### src/rtl/rx_word_assembler_if.sv
// Word-stream interface between rx_word_assembler and its consumer (program/data loader).
//
// Signals:
//   word_data  - head-of-FIFO word, little-endian byte order, 0 when no word is stored
//   word_valid - a word is available
//   word_ready - consumer takes the head word when word_valid && word_ready
//
// Modports:
//   master - producer side (rx_word_assembler)
//   slave  - consumer side
interface rx_word_assembler_if #(
    parameter int unsigned WORD_BYTES = 4
);
    logic [8*WORD_BYTES-1:0] word_data;
    logic                    word_valid;
    logic                    word_ready;

    modport master (
        output word_data,
        output word_valid,
        input  word_ready
    );

    modport slave (
        input  word_data,
        input  word_valid,
        output word_ready
    );
endinterface

### src/rtl/rx_word_assembler.sv
// rx_word_assembler
//
// Packs WORD_BYTES consecutive bytes from the RS232 byte receiver into one little-endian word
// (first byte in the LSBs) and queues finished words in a FIFO_DEPTH-entry FIFO that the
// loader drains through a valid/ready handshake.
//
// Optional feature, enabled by defining RX_TIMEOUT_EN:
//   a partial word is discarded (timeout_err pulses for one cycle) when TIMEOUT_TICKS
//   baudTick pulses pass without a new byte. Without the macro a partial word waits forever
//   and timeout_err is tied low.
//
// Ports:
//   clk            - system clock, rising edge
//   rst_n          - synchronous active-low reset
//   baudTick       - 8x baud oversampling tick (only used with RX_TIMEOUT_EN)
//   RxD_data_ready - one-cycle strobe, RxD_data holds a valid byte
//   RxD_data       - received byte
//   word_if        - master side of the word stream (word_data, word_valid, word_ready)
//   fifo_count     - number of stored words, 0..FIFO_DEPTH
//   overflow       - sticky, set when a completed word is dropped because the FIFO is full
//   timeout_err    - one-cycle pulse when a partial word is discarded
module rx_word_assembler #(
    parameter int unsigned WORD_BYTES    = 4,
    parameter int unsigned FIFO_DEPTH    = 4,
    parameter int unsigned TIMEOUT_TICKS = 320
) (
    input  logic                          clk,
    input  logic                          rst_n,
    input  logic                          baudTick,
    input  logic                          RxD_data_ready,
    input  logic [7:0]                    RxD_data,
    rx_word_assembler_if.master           word_if,
    output logic [$clog2(FIFO_DEPTH):0]   fifo_count,
    output logic                          overflow,
    output logic                          timeout_err
);

    localparam int unsigned WordW = 8 * WORD_BYTES;
    localparam int unsigned IdxW  = $clog2(WORD_BYTES);
    localparam int unsigned PtrW  = $clog2(FIFO_DEPTH);
    localparam int unsigned CntW  = PtrW + 1;

    localparam logic [IdxW-1:0]  LastIdx      = IdxW'(WORD_BYTES - 1);
    localparam logic [CntW-1:0]  FullCount    = CntW'(FIFO_DEPTH);
    localparam logic [15:0]      TimeoutLimit = 16'(TIMEOUT_TICKS);

    // ------------------------------------------------------------------------------------------
    // Byte assembly
    // ------------------------------------------------------------------------------------------
    logic [IdxW-1:0]  idx_q, idx_d;
    logic [WordW-1:0] asm_q, asm_d;
    logic [WordW-1:0] word_next;   // assembly register with the incoming byte merged in
    logic             expire;      // partial word has timed out this cycle

    always_comb begin
        word_next = asm_q;
        word_next[8*int'(idx_q) +: 8] = RxD_data;
    end

    always_comb begin
        idx_d = idx_q;
        asm_d = asm_q;
        if (RxD_data_ready) begin
            // A byte arriving in the expiry cycle wins over the timeout.
            asm_d = word_next;
            idx_d = (idx_q == LastIdx) ? '0 : idx_q + 1'b1;
        end else if (expire) begin
            asm_d = '0;
            idx_d = '0;
        end
    end

    always_ff @(posedge clk) begin
        if (!rst_n) begin
            idx_q <= '0;
            asm_q <= '0;
        end else begin
            idx_q <= idx_d;
            asm_q <= asm_d;
        end
    end

    // ------------------------------------------------------------------------------------------
    // Inter-byte timeout
    // ------------------------------------------------------------------------------------------
`ifdef RX_TIMEOUT_EN
    logic [15:0] tick_cnt_q;
    logic        timeout_err_q;

    assign expire = (idx_q != '0) && (tick_cnt_q == TimeoutLimit);

    always_ff @(posedge clk) begin
        if (!rst_n) begin
            tick_cnt_q    <= '0;
            timeout_err_q <= 1'b0;
        end else begin
            if (RxD_data_ready || (idx_q == '0) || expire) begin
                tick_cnt_q <= '0;
            end else if (baudTick) begin
                tick_cnt_q <= tick_cnt_q + 16'd1;
            end
            timeout_err_q <= expire && !RxD_data_ready;
        end
    end

    assign timeout_err = timeout_err_q;
`else
    logic        unused_baud_tick;
    logic [15:0] unused_timeout_limit;

    assign unused_baud_tick     = baudTick;
    assign unused_timeout_limit = TimeoutLimit;
    assign expire               = 1'b0;
    assign timeout_err          = 1'b0;
`endif

    // ------------------------------------------------------------------------------------------
    // Word FIFO; EMPTY / PARTIAL / FULL are implied by count_q
    // ------------------------------------------------------------------------------------------
    logic [WordW-1:0] mem [FIFO_DEPTH];
    logic [PtrW-1:0]  wr_ptr_q, rd_ptr_q;
    logic [CntW-1:0]  count_q;
    logic             overflow_q;

    logic fifo_empty, fifo_full;
    logic push_req, push, pop;

    assign fifo_empty = (count_q == '0);
    assign fifo_full  = (count_q == FullCount);
    assign push_req   = RxD_data_ready && (idx_q == LastIdx);
    assign pop        = !fifo_empty && word_if.word_ready;
    // A pop frees the head slot at the same edge, so a full FIFO still accepts the word.
    assign push       = push_req && (!fifo_full || pop);

    always_ff @(posedge clk) begin
        if (!rst_n) begin
            wr_ptr_q   <= '0;
            rd_ptr_q   <= '0;
            count_q    <= '0;
            overflow_q <= 1'b0;
        end else begin
            if (push) begin
                wr_ptr_q <= wr_ptr_q + 1'b1;
            end
            if (pop) begin
                rd_ptr_q <= rd_ptr_q + 1'b1;
            end
            if (push && !pop) begin
                count_q <= count_q + 1'b1;
            end else if (pop && !push) begin
                count_q <= count_q - 1'b1;
            end
            if (push_req && !push) begin
                overflow_q <= 1'b1;
            end
        end
    end

    // Storage needs no reset: unused entries are never visible because word_data is gated by
    // the count.
    always_ff @(posedge clk) begin
        if (push) begin
            mem[wr_ptr_q] <= word_next;
        end
    end

    assign word_if.word_data  = fifo_empty ? '0 : mem[rd_ptr_q];
    assign word_if.word_valid = !fifo_empty;
    assign fifo_count         = count_q;
    assign overflow           = overflow_q;

endmodule

### src/flat_wrapper.sv
// flat-port wrapper written by rule: the top's interface ports become plain ports
module rx_word_assembler_flat 
#(
    parameter int unsigned WORD_BYTES    = 4,
    parameter int unsigned FIFO_DEPTH    = 4,
    parameter int unsigned TIMEOUT_TICKS = 320
)
  (clk, rst_n, baudTick, RxD_data_ready, RxD_data, fifo_count, overflow, timeout_err, word_if_word_data, word_if_word_valid, word_if_word_ready);
  rx_word_assembler_if #(.WORD_BYTES(WORD_BYTES)) word_if_i ();
  input  logic clk;
  input  logic rst_n;
  input  logic baudTick;
  input  logic RxD_data_ready;
  input  logic [7:0] RxD_data;
  output logic [$clog2(FIFO_DEPTH):0] fifo_count;
  output logic overflow;
  output logic timeout_err;
  output wire logic [$bits(word_if_i.word_data)-1:0] word_if_word_data;
  output wire logic [$bits(word_if_i.word_valid)-1:0] word_if_word_valid;
  input wire logic [$bits(word_if_i.word_ready)-1:0] word_if_word_ready;
  assign word_if_word_data = word_if_i.word_data;
  assign word_if_word_valid = word_if_i.word_valid;
  assign word_if_i.word_ready = word_if_word_ready;
  rx_word_assembler #(.WORD_BYTES(WORD_BYTES), .FIFO_DEPTH(FIFO_DEPTH), .TIMEOUT_TICKS(TIMEOUT_TICKS)) u_core (.clk(clk), .rst_n(rst_n), .baudTick(baudTick), .RxD_data_ready(RxD_data_ready), .RxD_data(RxD_data), .word_if(word_if_i), .fifo_count(fifo_count), .overflow(overflow), .timeout_err(timeout_err));
endmodule
### config.mk
export PLATFORM = sky130hd
export DESIGN_NAME = rx_word_assembler_flat
export DESIGN_NICKNAME = d
export VERILOG_FILES = /design/src/rtl/rx_word_assembler_if.sv /design/src/rtl/rx_word_assembler.sv /design/src/flat_wrapper.sv
export SDC_FILE = /design/constraint.sdc
export NUM_CORES = 1
export LEC_CHECK = 0
export BUFFER_PORTS_ARGS = -buffer_cell sky130_fd_sc_hd__buf_2
export CORE_ASPECT_RATIO = 0.7
export CORE_MARGIN = 8
export CORE_UTILIZATION = 63
export DETAILED_ROUTE_END_ITERATION = 8
export PLACE_DENSITY = 0.81
export SLEW_MARGIN = 20
export SYNTH_ARGS = -nofsm -noshare
export SYNTH_HDL_FRONTEND = slang
export SYNTH_SLANG_ARGS = --single-unit
### constraint.sdc
create_clock -name clk -period 7.2 [get_ports clk]
set_clock_uncertainty 0.15 [all_clocks]
set_input_delay 1.44 -clock clk [delete_from_list [all_inputs] [get_ports clk]]
set_output_delay 1.44 -clock clk [all_outputs]
set_load 0.05 [all_outputs]
==> results of run 1 <==
==> stage by stage <==
| stage | hold slack (ns) | area, µm² |
|---|---|---|
| floorplan | 0.299 | 7230 |
| global placement | 0.312 | 7510 |
| detailed placement | 0.316 | 7510 |
| CTS | 0.335 | 8050 |
| global route | 0.341 | 8050 |
| finish | 0.336 | 8050 |
==> sequential cells by signal, summed over array words and instances (netlist names), named ones only <==
name,flops
u_core.idx_q,2
u_core.asm_q,32
u_core.mem,128
u_core.wr_ptr_q,2
u_core.fifo_count,3
u_core.overflow,1
u_core.rd_ptr_q,2
==> area by class of cell <==
type,count,share of cell area [%]
tap,153,2.38
multi-input combinational,235,27.5
sequential,172,58.7
clock inverter,12,1.24
clock buffer,19,5.38
inverter,25,1.17
timing repair buffer,55,3.64
==> Yosys cell counts, drive strengths merged <==
master     n  area share, %
o31ai      1           0.17
nor4b      1           0.21
nand2     25            1.3
and3       2           0.17
a31oi      1          0.087
clkbuf     4           0.21
or3b       1           0.12
nor3       1           0.14
mux4      32             10
fa         1           0.28
inv       25            1.3
nand3b     1           0.10
mux2i      4           0.55
xnor2      2           0.24
ha        10            1.7
and4bb     2           0.35
buf       23            2.6
nor2b     43            4.2
nand3      8           0.55
o21ai     18            1.2
a22o      24            2.9
o2bb2ai   16            1.9
dfxtp     44             12
conb       1          0.052
xor2       2           0.24
nor2       3           0.45
or3        2           0.17
and2      24            2.1
edfxtp   128             53
a21boi     2           0.21
a32oi      8           0.97
==> layer usage <==
| layer | track usage (%) | routed length (µm) | share of wire [%] |
|---|---|---|---|
| met4 | 8.08 | 241 | 1.7 |
| met3 | 4.96 | 724 | 5.1 |
| met2 | 31.5 | 6970 | 49 |
| met5 | 0 | 0 | 0 |
| met1 | 25.8 | 6150 | 44 |
==> how the worst max path moves through the flow <==
stage | from | to | slack (ns) | depth (start not counted)
after floorplan | u_core.fifo_count[0]$_SDFFE_PN0P_ | word_if_word_data[13] | 3.70 | 3
after global placement | RxD_data_ready | u_core.mem[2][7]$_DFFE_PP_ | 3.37 | 5
after detailed placement | RxD_data_ready | u_core.mem[2][11]$_DFFE_PP_ | 3.26 | 5
after CTS | flip-flop | word_if_word_data[16] | 3.30 | 4
after global routing | flip-flop | word_if_word_data[5] | 3.19 | 4
final | flip-flop | word_if_word_data[5] | 3.37 | 4
==> report_power, final <==
group	leakage, µW	total, µW	internal [µW]	switching [µW]
combinational	0.000978	985	265	720
clock	0.000250	833	470	363
sequential	0.00152	1100	1080	21.3
total	0.00274	2920	1810	1100
==> cell usage in the layout (no fill, tap or decap), types with 17 or more instances in the layout <==
master and n:
inv_1 24, and2_1 24, a22o_1 24, edfxtp_1 128
buf_2 48, dfxtp_1 43, clkbuf_16 17, nand2_1 25
nor2b_1 38, mux4_2 32
==> kinds of logic (layout without fill, tap and decap cells) <==
family / Yosys count / after routing / synth area share, %
adders and majority gates: 11 / 11 / 2.01
muxes: 36 / 36 / 10.5
AOI/OAI and AO/OA: 70 / 70 / 7.53
DFF: 172 / 172 / 65.4
other: 1 / 1 / 0.0519
and+or+nand+nor: 113 / 113 / 9.89
xor gates and xnor gates: 4 / 4 / 0.485
buffers and inverters: 52 / 111 / 4.12
==> worst max-delay path: stages (launching register included) <==
cell	delay, ns
dfxtp_2	0.31
buf_4	0.53
mux4_2	0.59
nor2b_1	0.15
buf_2	0.23
==> results.json, run 1 <==
{
  "outcome": "finished, final reports clean",
  "h-tree-depth": 4,
  "cts.sinks": 172,
  "drtIter0Drc": 332,
  "drv_slew": 0,
  "wl_per_cell_um": 21.0,
  "setup_viol": 0,
  "nNetsFinal": 530,
  "vias_per_cell": 5.97,
  "holdBufCountCts": 0,
  "ys_seq_elements": 172,
  "register_area_um2": 4730,
  "min_period_ns": 3.83,
  "p_total_uw": 2920,
  "timing.setup.critical_path_class": "reg2out",
  "gp_congestion": 0.795,
  "synth_cell_types": 39,
  "clk_pin_slew_worst_paths_ns": 0.06,
  "cts_tree": "built",
  "yosysWarnings": 0,
  "hold_start": "u_core.asm_q[31]$_SDFFE_PN0P_",
  "period_share_pct": 53.2,
  "clock.fmax_ghz": 0.261,
  "cts_resized": 0,
  "wirelength_mm": 14.1,
  "r2r-start": "u_core.idx_q[0]$_SDFFE_PN0P_",
  "cp-start-kind": "flip-flop",
  "maxSlewHeadroom_pct": 53.6,
  "cts_buffers": 17,
  "end_kind": "output pin",
  "cts-root-buf": "clkbuf_16",
  "yosysSeqAreaShare_pct": 65.4,
  "synth_nets": 483,
  "ios": 51,
  "min_to": "u_core.asm_q[31]$_SDFFE_PN0P_",
  "grt_first_pass_wirelength_mm": 22.6,
  "track_usage_pct": 19.9,
  "drtAntennaViolNets": 0,
  "worstMarginPinSlew_ns": 0.696,
  "reg2reg_to": "u_core.mem[3][9]$_DFFE_PP_",
  "fillers": 701,
  "final_util_pct": 72.6,
  "powerDensity_nw_per_um2": 363,
  "clk_latency_ns": 0.42,
  "rsz0062_at_grt": "false",
  "crit_arrival_ns": 2.24,
  "syn_area_per_cell_um2": 15.7,
  "grt_max_degree": 40,
  "antenna_found_initial": 0,
  "chipWidth_um": 144,
  "die_area_um2": 15200,
  "whs_path_depth": 1,
  "cap_violations": 0,
  "min_path_type": "reg2reg",
  "pre_cts_ws_ns": 3.26,
  "die_height_um": 106,
  "rows": 32,
  "ir_drop_mv": 0.361,
  "drive_gt1_share_pct": 24.5,
  "r2r_slack_ns": 4.16,
  "hold_viol_final": 0,
  "final_cells": 671,
  "dp_hpwl_mm": 8.69,
  "fin_setup_tns_ns": 0,
  "synthCells": 459,
  "worst_slack_ns": 3.37,
  "multi_input_area_um2": 2210,
  "grt_overflow": 0,
  "syn_area_um2": 7230,
  "r2r_cells": 5,
  "via_count": 4008,
  "clockBufferDepth": 2,
  "path_max_fanout": 32,
  "core_area_um2": 11100,
  "dr.pass1.iters": 5,
  "antenna_cells": 0,
  "drc": 0,
  "port-buffer-count": 48,
  "grt_pass1_vias": 4212,
  "start_util_pct": 65.2,
  "crit_required_ns": 5.61,
  "postCtsSetupBuffers": 0,
  "syn2layout_area_growth_pct": 11.4,
  "numPlacedInstances": 640,
  "leakagePower_uw": 0.00274
}
No activity file was read; power rests on OpenSTA's default activity.
==> run 2, diff against run 1 <==
--- a/config.mk
+++ b/config.mk
@@ -8,9 +8,9 @@
 export BUFFER_PORTS_ARGS = -buffer_cell sky130_fd_sc_hd__buf_2
 export CORE_ASPECT_RATIO = 0.7
 export CORE_MARGIN = 8
-export CORE_UTILIZATION = 63
+export CORE_UTILIZATION = 54
 export DETAILED_ROUTE_END_ITERATION = 8
-export PLACE_DENSITY = 0.81
+export PLACE_DENSITY = 0.73
 export SLEW_MARGIN = 20
 export SYNTH_ARGS = -nofsm -noshare
 export SYNTH_HDL_FRONTEND = slang
==> constraint.sdc (replaced) <==
create_clock -name clk -period 3.45 [get_ports clk]
set_clock_uncertainty 0.15 [all_clocks]
set_input_delay 0.69 -clock clk [delete_from_list [all_inputs] [get_ports clk]]
set_output_delay 0.69 -clock clk [all_outputs]
set_load 0.05 [all_outputs]
==> run 2 against run 1 <==
Register-to-register slack worse by 3.4 ns. Sequential share of layout area down 1.1 points. Core utilization down 9.9 points. Combinational power up 110%. Cell count up 2.5%. Clock power up 140%. Non-clock buffer count up 3. Clock-buffer cell count down 2. Critical path type unchanged. Critical endpoint is now word_if_word_data[8]. Largest power group unchanged.
==> results.json, run 2 (synthesized netlist as in run 1, its figures left out) <==
{
  "fillers": 947,
  "cap_violations": 0,
  "setup_viol": 0,
  "clk_pin_slew_worst_paths_ns": 0.06,
  "cts_buffers": 17,
  "antenna_found_initial": 1,
  "dp_hpwl_mm": 8.51,
  "hold_viol_final": 0,
  "cts-root-buf": "clkbuf_16",
  "grt_first_pass_wirelength_mm": 22.9,
  "leakagePower_uw": 0.00283,
  "rsz0062_at_grt": "false",
  "final_common_cell": "edfxtp_1",
  "timing.setup.critical_path_class": "reg2out",
  "crit_arrival_ns": 1.98,
  "antenna_cells": 0,
  "vias_per_cell": 5.88,
  "rows": 35,
  "drtAntennaViolNets": 0,
  "nNetsFinal": 533,
  "maxSlewHeadroom_pct": 63.7,
  "clockBufferDepth": 2,
  "fin_setup_tns_ns": 0,
  "outcome": "finished, final reports clean",
  "clock.fmax_ghz": 0.355,
  "path_max_fanout": 32,
  "crit_required_ns": 2.61,
  "via_count": 4048,
  "grt_pass1_vias": 4369,
  "syn2layout_area_growth_pct": 13.5,
  "chipWidth_um": 154,
  "port-buffer-count": 48,
  "min_path_type": "reg2reg",
  "r2r_slack_ns": 0.79,
  "start_util_pct": 55.2,
  "dr.pass1.iters": 5,
  "h-tree-depth": 4,
  "drv_slew": 0,
  "period_share_pct": 81.6,
  "core_area_um2": 13100,
  "cts.sinks": 172,
  "largest_reg_flops": 128,
  "drtIter0Drc": 348,
  "postCtsSetupBuffers": 0,
  "end_kind": "output pin",
  "wirelength_mm": 14.1,
  "drive_gt1_share_pct": 25.9,
  "cts_resized": 0,
  "ir_drop_mv": 0.624,
  "gp_congestion": 0.808,
  "cts_tree": "built",
  "drc": 0,
  "die_area_um2": 17400,
  "wl_per_cell_um": 20.6,
  "grt_max_degree": 40,
  "die_height_um": 113,
  "min_period_ns": 2.82,
  "cp-start-kind": "flip-flop",
  "track_usage_pct": 17.2,
  "ios": 51,
  "whs_ns": 0.343,
  "clk_latency_ns": 0.42,
  "grt_overflow": 0,
  "worstMarginPinSlew_ns": 0.544,
  "powerDensity_nw_per_um2": 782,
  "top_register": "u_core.mem",
  "holdBufCountCts": 0,
  "layout_common_cells": "edfxtp_1, buf_2, dfxtp_1"
}
[run 2: cell count changes in the layout (fill, tap and decap cells not counted)]
cell        previous run  this run
inv_6                  1         6
clkinvlp_4             4         0
bufinv_16              1         4
buf_4                  7         9
clkbuf_1               2         0
clkinv_1               2         0
clkinv_4               1         3
buf_12                 0         1
clkinv_2               3         2
[run 2: final cells by class]
cell class	instances	area, µm²	area share [%]
Clock buffer	17	425	5.19
Clock inverter	15	209	2.55
Inverter	25	93.8	1.14
Multi-Input combinational cell	235	2210	26.9
Sequential cell	172	4730	57.6
Tap cell	166	208	2.53
Timing Repair Buffer	58	328	4.00
[run 2: worst paths after layout]
check,startpoint,endpoint,cells after the start
max reg2reg,u_core.idx_q[0]$_SDFFE_PN0P_,u_core.fifo_count[2]$_SDFFE_PN0P_,9
max,flip-flop,word_if_word_data[8],4
min reg2reg,u_core.asm_q[26]$_SDFFE_PN0P_,u_core.asm_q[26]$_SDFFE_PN0P_,1
min,u_core.asm_q[26]$_SDFFE_PN0P_,u_core.asm_q[26]$_SDFFE_PN0P_,1
[run 2: routing by layer]
metal / track usage, % / part of all wire, % / up-vias
met5: 0 / 0.092 / -
met4: 7.94 / 2.0 / 2
met3: 4.76 / 4.8 / 25
met2: 27.4 / 48 / 110
met1: 21.7 / 46 / 2078
li1: - / - / 1833
[run 2: report_power, final]
part | leakage [µW] | internal, µW | switching, µW
Combinational | 0.000995 | 574 | 1510
Clock | 0.000313 | 1230 | 810
Sequential | 0.00152 | 2250 | 45.1
[run 2: critical path, stage by stage, from the launching register on]
cell     delay, ns
dfxtp_2       0.34
buf_12        0.24
mux4_2        0.56
nor2b_1       0.14
buf_2         0.22
[run 2: per-stage QoR]
| stage | setup WS [ns] | instances | total power [µW] | utilization, % | cell area (µm²) |
|---|---|---|---|---|---|
| 2_1_floorplan | 0.704 | 459 | 4040 | - | 7230 |
| 3_3_place_gp | 0.824 | 656 | 4440 | 57.8 | 7560 |
| 3_5_place_dp | 0.687 | 656 | 4450 | 57.8 | 7560 |
| 4_1_cts | 0.598 | 688 | 6480 | 62.6 | 8200 |
| 5_1_grt | 0.538 | 688 | 6660 | 62.6 | 8200 |
| 6_report | 0.635 | 688 | 6410 | 62.6 | 8200 |
